--- src/rtl/imm_ext_pipe.sv ---
// rtl/imm_ext_pipe.sv - pipelined immediate-extension unit with output register and skid buffer
//
// Extracts the low IMM_W bits of an instruction word and extends them to DATA_W
// bits according to a 2-bit mode. The result and its sideband tag are held in a
// one-deep output register backed by a one-entry skid buffer. This lets upstream
// and downstream stall independently while still sustaining one result per cycle.
//
// Ports:
//   clk        in   1        system clock, rising edge
//   reset_n    in   1        asynchronous active-low reset
//   in_valid   in   1        upstream presents a request
//   in_ready   out  1        unit can accept a request (registered, = !skid_valid)
//   in_instr   in   INSTR_W  instruction word; immediate is in_instr[IMM_W-1:0]
//   in_op      in   2        00 zero-ext, 01 sign-ext, 10 upper, 11 branch offset
//   in_tag     in   TAG_W    sideband tag, passed through unchanged
//   out_valid  out  1        out_imm/out_tag hold a result
//   out_ready  in   1        downstream accepts the result
//   out_imm    out  DATA_W   extended immediate
//   out_tag    out  TAG_W    tag matching out_imm

module imm_ext_pipe #(
    parameter int INSTR_W  = 32,
    parameter int IMM_W    = 16,
    parameter int DATA_W   = 32,
    parameter int BR_SHIFT = 2,
    parameter int TAG_W    = 5
) (
    input  logic               clk,
    input  logic               reset_n,
    input  logic               in_valid,
    output logic               in_ready,
    input  logic [INSTR_W-1:0] in_instr,
    input  logic [1:0]         in_op,
    input  logic [TAG_W-1:0]   in_tag,
    output logic               out_valid,
    input  logic               out_ready,
    output logic [DATA_W-1:0]  out_imm,
    output logic [TAG_W-1:0]   out_tag
);

    localparam int EXT_W = DATA_W - IMM_W;

    localparam logic [1:0] OP_ZERO   = 2'b00;
    localparam logic [1:0] OP_SIGN   = 2'b01;
    localparam logic [1:0] OP_UPPER  = 2'b10;
    localparam logic [1:0] OP_BRANCH = 2'b11;

    // ------------------------------------------------------------------
    // Combinational extension of the incoming immediate field
    // ------------------------------------------------------------------
    logic [IMM_W-1:0]  imm;
    logic [DATA_W-1:0] imm_zext;
    logic [DATA_W-1:0] imm_sext;
    logic [DATA_W-1:0] imm_upper;
    logic [DATA_W-1:0] imm_branch;
    logic [DATA_W-1:0] ext_imm;

    assign imm        = in_instr[IMM_W-1:0];
    assign imm_zext   = {{EXT_W{1'b0}}, imm};
    assign imm_sext   = {{EXT_W{imm[IMM_W-1]}}, imm};
    assign imm_upper  = {imm, {EXT_W{1'b0}}};
    // Bits shifted past the top are simply lost; branch offsets never overflow-check.
    assign imm_branch = imm_sext << BR_SHIFT;

    always_comb begin
        ext_imm = imm_zext;
        case (in_op)
            OP_ZERO:   ext_imm = imm_zext;
            OP_SIGN:   ext_imm = imm_sext;
            OP_UPPER:  ext_imm = imm_upper;
            OP_BRANCH: ext_imm = imm_branch;
            default:   ext_imm = imm_zext;
        endcase
    end

    // Instruction bits above the immediate field are intentionally unused.
    generate
        if (INSTR_W > IMM_W) begin : g_unused_hi
            logic unused_instr_hi;
            assign unused_instr_hi = ^in_instr[INSTR_W-1:IMM_W];
        end
    endgenerate

    // ------------------------------------------------------------------
    // Output register + skid buffer
    //   (out_valid, skid_valid): EMPTY=(0,0), ONE=(1,0), FULL=(1,1)
    // ------------------------------------------------------------------
    logic              skid_valid;
    logic [DATA_W-1:0] skid_imm;
    logic [TAG_W-1:0]  skid_tag;
    logic              in_xfer;
    logic              out_xfer;

    assign in_xfer  = in_valid & in_ready;
    assign out_xfer = out_valid & out_ready;

    always_ff @(posedge clk or negedge reset_n) begin
        if (!reset_n) begin
            out_valid  <= 1'b0;
            skid_valid <= 1'b0;
            in_ready   <= 1'b1;
            out_imm    <= '0;
            out_tag    <= '0;
            skid_imm   <= '0;
            skid_tag   <= '0;
        end else begin
            if (!out_valid) begin
                // EMPTY: skid is necessarily empty here, so new data goes straight out.
                if (in_xfer) begin
                    out_valid <= 1'b1;
                    out_imm   <= ext_imm;
                    out_tag   <= in_tag;
                end
            end else if (!skid_valid) begin
                // ONE
                if (in_xfer && out_xfer) begin
                    out_imm <= ext_imm;
                    out_tag <= in_tag;
                end else if (in_xfer) begin
                    // Downstream stalled: park the new result so out_* stays stable.
                    skid_valid <= 1'b1;
                    skid_imm   <= ext_imm;
                    skid_tag   <= in_tag;
                    in_ready   <= 1'b0;
                end else if (out_xfer) begin
                    out_valid <= 1'b0;
                end
            end else begin
                // FULL: in_ready is low, so only the output side can move.
                if (out_xfer) begin
                    out_imm    <= skid_imm;
                    out_tag    <= skid_tag;
                    skid_valid <= 1'b0;
                    in_ready   <= 1'b1;
                end
            end
        end
    end

endmodule

--- config.mk ---
export PLATFORM = sky130hd
export DESIGN_NAME = imm_ext_pipe
export DESIGN_NICKNAME = d
export VERILOG_FILES = /design/src/rtl/imm_ext_pipe.sv
export SDC_FILE = /design/constraint.sdc
export NUM_CORES = 1
export LEC_CHECK = 0
export CAP_MARGIN = 10
export CORE_AREA = 2 2 96 98
export DETAILED_ROUTE_END_ITERATION = 10
export DIE_AREA = 0 0 98 100
export GPL_TIMING_DRIVEN = 0
export PLACE_DENSITY = 0.74
export SLEW_MARGIN = 20
export SYNTH_ARGS = -nofsm -noshare
export SYNTH_HDL_FRONTEND = slang
export SYNTH_SLANG_ARGS = --single-unit
--- constraint.sdc ---
create_clock -name clk -period 1.5 [get_ports clk]
set_input_delay 0.225 -clock clk [delete_from_list [all_inputs] [get_ports clk]]
set_output_delay 0.225 -clock clk [all_outputs]
set_load 0.01 [all_outputs]
# Yosys cells after proc, flatten, opt, wreduce, memory -nomap -nowiden
# Index checks and enable logic that the tools add are counted.
dict set report word_totals {
  out_inout_bits 39
  ff_bits 77
  in_bits 43
  wordCells 48
}
dict set report classes {
  eq_ne 7
  reduce_logical 7
  mux 23
  bitwise 4
}
# cell n
set op_table {}
lappend op_table {{two-way mux 32 bit} 5}
lappend op_table {{case mux 32 bit (4 select lines)} 1}
lappend op_table {{two-way mux 5 bit} 5}
lappend op_table {{two-way mux 1 bit} 12}
lappend op_table {{AND reduction 4 bit} 2}
lappend op_table {{equality test 2 bit (second input constant)} 2}
lappend op_table {{nonzero test 2 bit} 2}
lappend op_table {{!= test 3 x 1 -> 1 bit (second input constant)} 1}
lappend op_table {{!= test 3 x 2 -> 1 bit (second input constant)} 1}
lappend op_table {{AND reduction 3 bit} 1}
lappend op_table {{AND 1 bit} 2}
lappend op_table {{equality test 2 x 1 -> 1 bit (second input constant)} 1}
lappend op_table {{zero test 2 bit} 1}
lappend op_table {{!= test 2 x 1 -> 1 bit (second input constant)} 1}
lappend op_table {{!= test 2 bit (second input constant)} 1}
lappend op_table {{inverter 1 bit} 2}
lappend op_table {{logical AND 1 bit} 1}

# Depth between registers and ports, before layout
# Gate-level depths: netlist of the first run.
dict set report logic_depth {
  word_depth 6
  mapped_depth 6
  ltp_nobuf 3
}

# Least setup slack after synthesis of the first run
# No wires, ideal clock.
dict set report synth_path {
  kind {register to register}
  startpoint {reg in_ready}
  endpoint {reg out_imm[10]}
  n_path_buf 3
  path_stages_with_launch 7
  setup_time_ns 0.125
  required_time_ns 1.375
  period_less_slack_ns 1.678
  path_slack_ns -0.178
  t_arrival_ns 1.553
  cell_sequence {dfstp_2 -> a22o_1 -> buf_6 -> and2_1 -> buf_6 -> buf_6 -> mux2_4}
}
dict set report synth_between {
  elab_chain_len 4
  elab_cells_between_ends 5
  cone_classes {1 x eq/ne; 1 x bitwise; 3 x reduce/logical}
}
# item line_no
set synth_rtl {}
lappend synth_rtl {{start: declaration} 31} ;# output logic in_ready,
lappend synth_rtl {{start signal: assignment} 101} ;# in_ready <= 1'b1;
lappend synth_rtl {{start signal: assignment} 124} ;# in_ready <= 1'b0;
lappend synth_rtl {{start signal: assignment} 134} ;# in_ready <= 1'b1;
lappend synth_rtl {{AND 1 bit (*)} 94} ;# assign in_xfer = in_valid & in_ready;
lappend synth_rtl {{logical AND 1 bit} 116} ;# if (in_xfer && out_xfer) begin
lappend synth_rtl {{!= test 3 x 1 -> 1 bit (no source line)} n/a}
lappend synth_rtl {{AND reduction 3 bit (no source line) (*)} n/a}
lappend synth_rtl {{end signal: assignment} 111} ;# out_imm <= ext_imm;
lappend synth_rtl {{end signal: assignment} 117} ;# out_imm <= ext_imm;
lappend synth_rtl {{end signal: assignment} 131} ;# out_imm <= skid_imm;
lappend synth_rtl {{end: declaration} 37} ;# output logic [DATA_W-1:0] out_imm,
# Every way passes the cells marked *; elsewhere a longest branch is shown, timed or not.
# A chain may end at the register's enable or synchronous reset.

# Worst setup path after layout of the first run
dict set report layout_path {
  startpoint {reg out_valid}
  endpoint {reg skid_imm[17]}
}
dict set report layout_between {
  elab_chain_len 4
}
# item line_no
set layout_rtl {}
lappend layout_rtl {{start: declaration} 35} ;# output logic out_valid,
lappend layout_rtl {{start signal: assignment} 99} ;# out_valid <= 1'b0;
lappend layout_rtl {{start signal: assignment} 110} ;# out_valid <= 1'b1;
lappend layout_rtl {{start signal: assignment} 126} ;# out_valid <= 1'b0;
lappend layout_rtl {{AND 1 bit} 95} ;# assign out_xfer = out_valid & out_ready;
lappend layout_rtl {{logical AND 1 bit} 116}
lappend layout_rtl {{inverter 1 bit (no source line)} n/a}
lappend layout_rtl {{AND reduction 4 bit (no source line) (*)} n/a}
lappend layout_rtl {{end signal: assignment} 122} ;# skid_imm <= ext_imm;
lappend layout_rtl {{end: declaration} 89} ;# logic [DATA_W-1:0] skid_imm;
# Marks and branches as above.

==> metrics.csv, run 1 <==
metric;value;unit
status;finished with violations;
failing checks;negative setup slack;
area of the multi-input gates;0.00205;sq mm
reg2reg path depth;7;
worst-skew pair later-pin latency;0.36;ns
DRC Markers;0;
post-route ant nets;0;
largest net degree at the start of global routing;58;
Cell Area, Synth;0.00392;sq mm
DIE WIDTH;98;microns
clock sink count;77;
fin. max-slew vios;0;
DR vias;3265;
Tightest Pin Transition;0.468;ns
most frequent cells in the layout;74 x dfrtp_1, 59 x mux2_4, 31 x dlymetal6s2s_1;
share of the synthesized area in the top cell type;48.6;%
CP endpoint kind;flip-flop;
critical-path cell list;nand2b_1 -> buf_6 -> nor3_4 -> buf_6 -> buf_12 -> clkbuf_16 -> mux2_4;
Setup CP Type;flip-flop to flip-flop;
CP most frequent cell;buf_6;
clock skew;0.0109;ns
P_leak;3.33;nW
Hold Violations, Final;0;
Fillers;607;
commonest non-fill, non-tap cell in the layout;dfrtp_1;
Seq/Total Area, Yosys;49.2;%
register area;0.00193;sq mm
Top Usage Layer GRT;met2;
DR vias/cell;5.83;
Die ar.;0.00980;sq mm
routing usage on met2;36.3;%
largest area contributor in the netlist;dfrtp_1;
Synth Register Bits;77;
placed inst area;0.00482;sq mm
M1 GR Usage;30.3;%
r2r setup slk;-0.22;ns
met3 GRT Util;5.99;%
global route overflow;0;
first-pass GRT wire length;17300;microns
Final Cycle Share;115;%
final setup TNS;-9.29;ns
core box area;0.00889;sq mm
Warnings, synthesis;0;
nets;487;
# setup viols final;72;
slowest stage cell on the critical path;dfrtp_2;
Max Cap Violations;0;
crit start category;flip-flop;
crit path max fanout;5;
placed cells;509;
htree depth;3;
RSZ-0062 raised after global routing;yes;
largest stage delay on the critical path;0.42;ns
CTS clk-pin slew, worst paths;0.09;ns
worst setup margin;-0.219;ns
HPWL Detailed;6600;microns
Power Density;709;mW/mm^2
Antenna diodes;0;
final wirelength;11600;microns
area grow syn2layout;47.7;%
Yosys cell types;27;
HP Start;out_ready;
ranking of synthesized cells by area;dfrtp_1 49%, mux2_2 12%, mux2_4 8.4%;
Gate Count Post-Synth;333;
WL/cell;20.8;microns
vias in the first global route;3273;
slew margin rel.;68.8;%
CTS Buf Count;9;
Die Height;100;microns
Avg Inst Size Synth;11.8;sq um
Starting Density;44.0;%
worst-case clock buffer depth;2;
peak supply drop;0.516;mV
ratio of cells with drive above 1 in the final layout;34.7;%
fin crit period;1.72;ns
worst min path class;primary input to flip-flop;
Root Driver;clkbuf_8;
hold depth;2;
PortBufs;64;
drt pass-1 iters;6;
gr usage total;22.5;%
CTS tree;yes;
Hold EP;skid_valid;
Crit Reg-Reg Startpoint;out_valid;
RePlAce Congestion;0.814;
final instance area;0.00578;sq mm
non-filler cells, final;560;
Core Rows;35;
Iter 0 DRT Violations;250;
Top Ports;82;
Syn Nets;376;
fmax;582;MHz
r2r endpoint;skid_imm[17];
CP required;1.75;ns
Worst EP arrival;1.96;ns
initial antenna violation count;0;
## flip-flops by register name (all words and copies together), names as in the netlist
signal and cells:
out_valid 1, skid_imm 32, skid_valid 1, skid_tag 5
out_tag 5, out_imm 32, in_ready 1
## cells in the mapped netlist (all sizes together)
master and instances:
a22oi 1, nand3 17, dfrtp 76, inv 2, mux2i 9, nor3 1, nor2 1, a2bb2oi 14
o22a 1, a211oi 1, nand2 32, clkbuf 17, and2 2, dfstp 1, and3b 14, nand3b 14
nor2b 2, a22o 1, mux2 65, buf 11, o21ai 3, a21oi 18, a31oi 15, nand2b 15
## metrics by stage
stage,power (W),utilization (%),setup slack (ns),hold slack [ns]
6_report,0.00410,65.0,-0.219,0.235
3_3_place_gp,0.00243,53.9,-2.75,0.481
5_1_grt,0.00423,65.0,-0.268,0.251
3_5_place_dp,0.00244,54.2,-0.647,0.134
4_1_cts,0.00408,62.6,-0.193,0.232
2_1_floorplan,0.00226,-,-0.152,-0.0706
## routing by layer
metal	routed length, microns	up-vias	part of all wire (%)
met2	5730	162	49
met5	0	-	0
met3	777	35	6.7
met1	4840	1647	42
li1	-	1421	-
met4	293	0	2.5
## timing repair
| action | CTS | global route |
|---|---|---|
| buffers inserted | 21 | 11 |
| hold buffers | 1 | 0 |
| resized for setup | 82 | 63 |
| pin swaps | 2 | 3 |
| cloned | 4 | 1 |
| hold endpoints to repair | 20 | 0 |
| endpoints found under the setup margin | 82 | 106 |
## power breakdown
part           internal (W)  switching, W
combinational      0.000147      0.000214
sequential          0.00207             0
clock              0.000789      0.000873
total               0.00301       0.00109
## kinds of logic (layout without fill, tap and decap cells)
kind of cell,Yosys count,count (layout),share of synthesized area (%)
AO/OA/AOI/OAI,54,54,9.04
buffers and inverters,30,146,4.15
multiplexers,74,74,23.1
AND/OR/NAND/NOR,98,98,14.4
flip-flops,77,77,49.2
## final cells by class
cell class | instances | area share (%)
flip-flops and latches | 77 | 33.4
clock buffers | 9 | 2.14
repair buffers | 102 | 20.9
well taps | 111 | 2.40
plain buffers | 26 | 4.18
clock inverters | 7 | 1.39
inverters | 2 | 0.130
multi-input cells | 226 | 35.5
## critical path: cells and delay by family (launching register included)
family / cells / cell delay, ns
buffers and inverters: 4 / 0.59
flip-flops: 1 / 0.42
multiplexers: 1 / 0.29
AND/OR/NAND/NOR: 2 / 0.29
## how the worst max path moves through the flow
stage | start | end | slack, ns | cells past startpoint
floorplan | in_ready | out_imm[10] | -0.15 | 6
global placement | reset_n | out_valid | -2.75 | 1
detailed placement | in_op[0] | out_imm[30] | -0.65 | 5
CTS | out_valid | out_imm[31] | -0.19 | 6
global route | out_valid | skid_imm[17] | -0.27 | 7
finish | out_valid | skid_imm[17] | -0.22 | 7
Power figures use the tool's default switching activity.
==> run 2, diff against run 1 <==
Settings changed: SKIP_LAST_GASP set to 1.
==> metrics.csv, run 2 (synthesis gave the netlist of run 1 again) <==
metric;value;unit
status;finished with violations;
failing checks;negative setup slack;
final wirelength;11300;microns
CP required;1.76;ns
crit start category;flip-flop;
Hold EP;skid_valid;
Hold Violations, Final;0;
CTS clk-pin slew, worst paths;0.09;ns
HP Start;out_ready;
clock sink count;77;
core box area;0.00889;sq mm
Power Density;714;mW/mm^2
hold depth;2;
CTS tree;yes;
clock skew;0.00868;ns
slowest stage cell on the critical path;dfrtp_2;
r2r endpoint;skid_imm[16];
Largest regs;out_imm (32), skid_imm (32);
slew margin rel.;68.3;%
Iter 0 DRT Violations;237;
Top Ports;82;
largest net degree at the start of global routing;58;
Antenna diodes;0;
# setup viols final;74;
post-route ant nets;0;
worst-skew pair later-pin latency;0.36;ns
vias in the first global route;3252;
ratio of cells with drive above 1 in the final layout;33.0;%
Root Driver;clkbuf_8;
global route overflow;0;
most frequent cells in the layout;74 x dfrtp_1, 64 x mux2_4, 31 x nand2_1, 31 x dlymetal6s2s_1, 23 x clkdlybuf4s50_1;
P_leak;3.29;nW
crit path max fanout;5;
Core Rows;35;
CTS Buf Count;9;
fmax;571;MHz
Crit Reg-Reg Startpoint;out_valid;
drt pass-1 iters;6;
worst setup margin;-0.252;ns
fin crit period;1.75;ns
r2r setup slk;-0.25;ns
CP delay by family, top;buffers and inverters;
Starting Density;44.0;%
fin. max-slew vios;0;
HPWL Detailed;6600;microns
CP most frequent cell;buf_6;
critical-path cell list;nand2b_1 -> buf_6 -> nor3_4 -> buf_6 -> buf_12 -> clkbuf_16 -> mux2_4;
Die ar.;0.00980;sq mm
RePlAce Congestion;0.814;
Max Cap Violations;0;
RSZ-0062 raised after global routing;yes;
nets;481;
commonest non-fill, non-tap cell in the layout;dfrtp_1;
Final Cycle Share;117;%
Worst EP arrival;2.01;ns
first-pass GRT wire length;17500;microns
DR vias/cell;5.77;
area grow syn2layout;46.3;%
Tightest Pin Transition;0.476;ns
reg2reg path depth;7;
DR vias;3197;
DIE WIDTH;98;microns
htree depth;3;
CP endpoint kind;flip-flop;
WL/cell;20.4;microns
Buf/Inv on CP;4;
PortBufs;64;
Fillers;641;
worst-case clock buffer depth;2;
worst min path class;primary input to flip-flop;
Setup CP Type;flip-flop to flip-flop;
largest stage delay on the critical path;0.45;ns
Power, Total;0.00409;W
worst hold margin;0.248;ns
DRC Markers;0;
gr usage total;22.8;%
Die Height;100;microns
initial antenna violation count;0;
peak supply drop;0.587;mV
[run 2: worst register-to-register path: cells and delay by family (launching register included)]
family	cells	cell delay, ns
buffers and inverters	4	0.59
flip-flops	1	0.45
multiplexers	1	0.30
AND/OR/NAND/NOR	2	0.30
[run 2: repair_timing]
item / 4_1_cts / 5_1_grt
endpoints found under the hold margin: 20 / 0
hold buffers: 1 / 0
setup buffers: 21 / 4
gates cloned: 4 / 1
gates resized for setup: 77 / 59
endpoints found under the setup margin: 82 / 106
pin swaps: 2 / 3
[run 2: area by class of cell]
class / instances / area, sq um / area share, %
plain buffers: 27 / 249 / 4.35
clock buffers: 9 / 124 / 2.16
clock inverters: 7 / 80.1 / 1.40
inverters: 2 / 7.51 / 0.131
multi-input cells: 226 / 2050 / 35.8
flip-flops and latches: 77 / 1930 / 33.7
well taps: 111 / 139 / 2.43
repair buffers: 95 / 1140 / 20.0
[run 2: how the worst max path moves through the flow]
stage | from | to | slack (ns) | cells after the start
after floorplan | in_ready | out_imm[10] | -0.15 | 6
after global placement | reset_n | out_valid | -2.75 | 1
final | out_valid | skid_imm[16] | -0.25 | 7
after global routing | in_ready | skid_imm[22] | -0.28 | 7
after detailed placement | in_op[0] | out_imm[30] | -0.65 | 5
after CTS | out_valid | out_imm[31] | -0.19 | 6
[run 2: through the flow]
stage,cells,TNS (ns),area (sq um),utilization [%],setup WS [ns]
4_1_cts,551,-9.52,5550,62.4,-0.193
3_3_place_gp,508,-222.40,4800,53.9,-2.75
3_5_place_dp,509,-34.23,4820,54.2,-0.647
2_1_floorplan,333,-4.17,4020,-,-0.152
5_1_grt,554,-13.82,5730,64.4,-0.282
6_report,554,-11.32,5730,64.4,-0.252
[run 2: where the power goes]
part           total [W]  switching (W)  internal [W]
sequential       0.00207              0       0.00207
combinational   0.000354       0.000209      0.000145
clock            0.00166       0.000873      0.000789
total            0.00409        0.00108       0.00301
[run 2: metal layers]
metal | global-route usage, % | part of all wire, % | vias to the layer above
li1 | - | - | 1413
met1 | 30.4 | 44 | 1611
met2 | 36.4 | 48 | 139
met3 | 6.27 | 5.8 | 34
met4 | 7.16 | 2.8 | 0
met5 | 0 | 0 | -
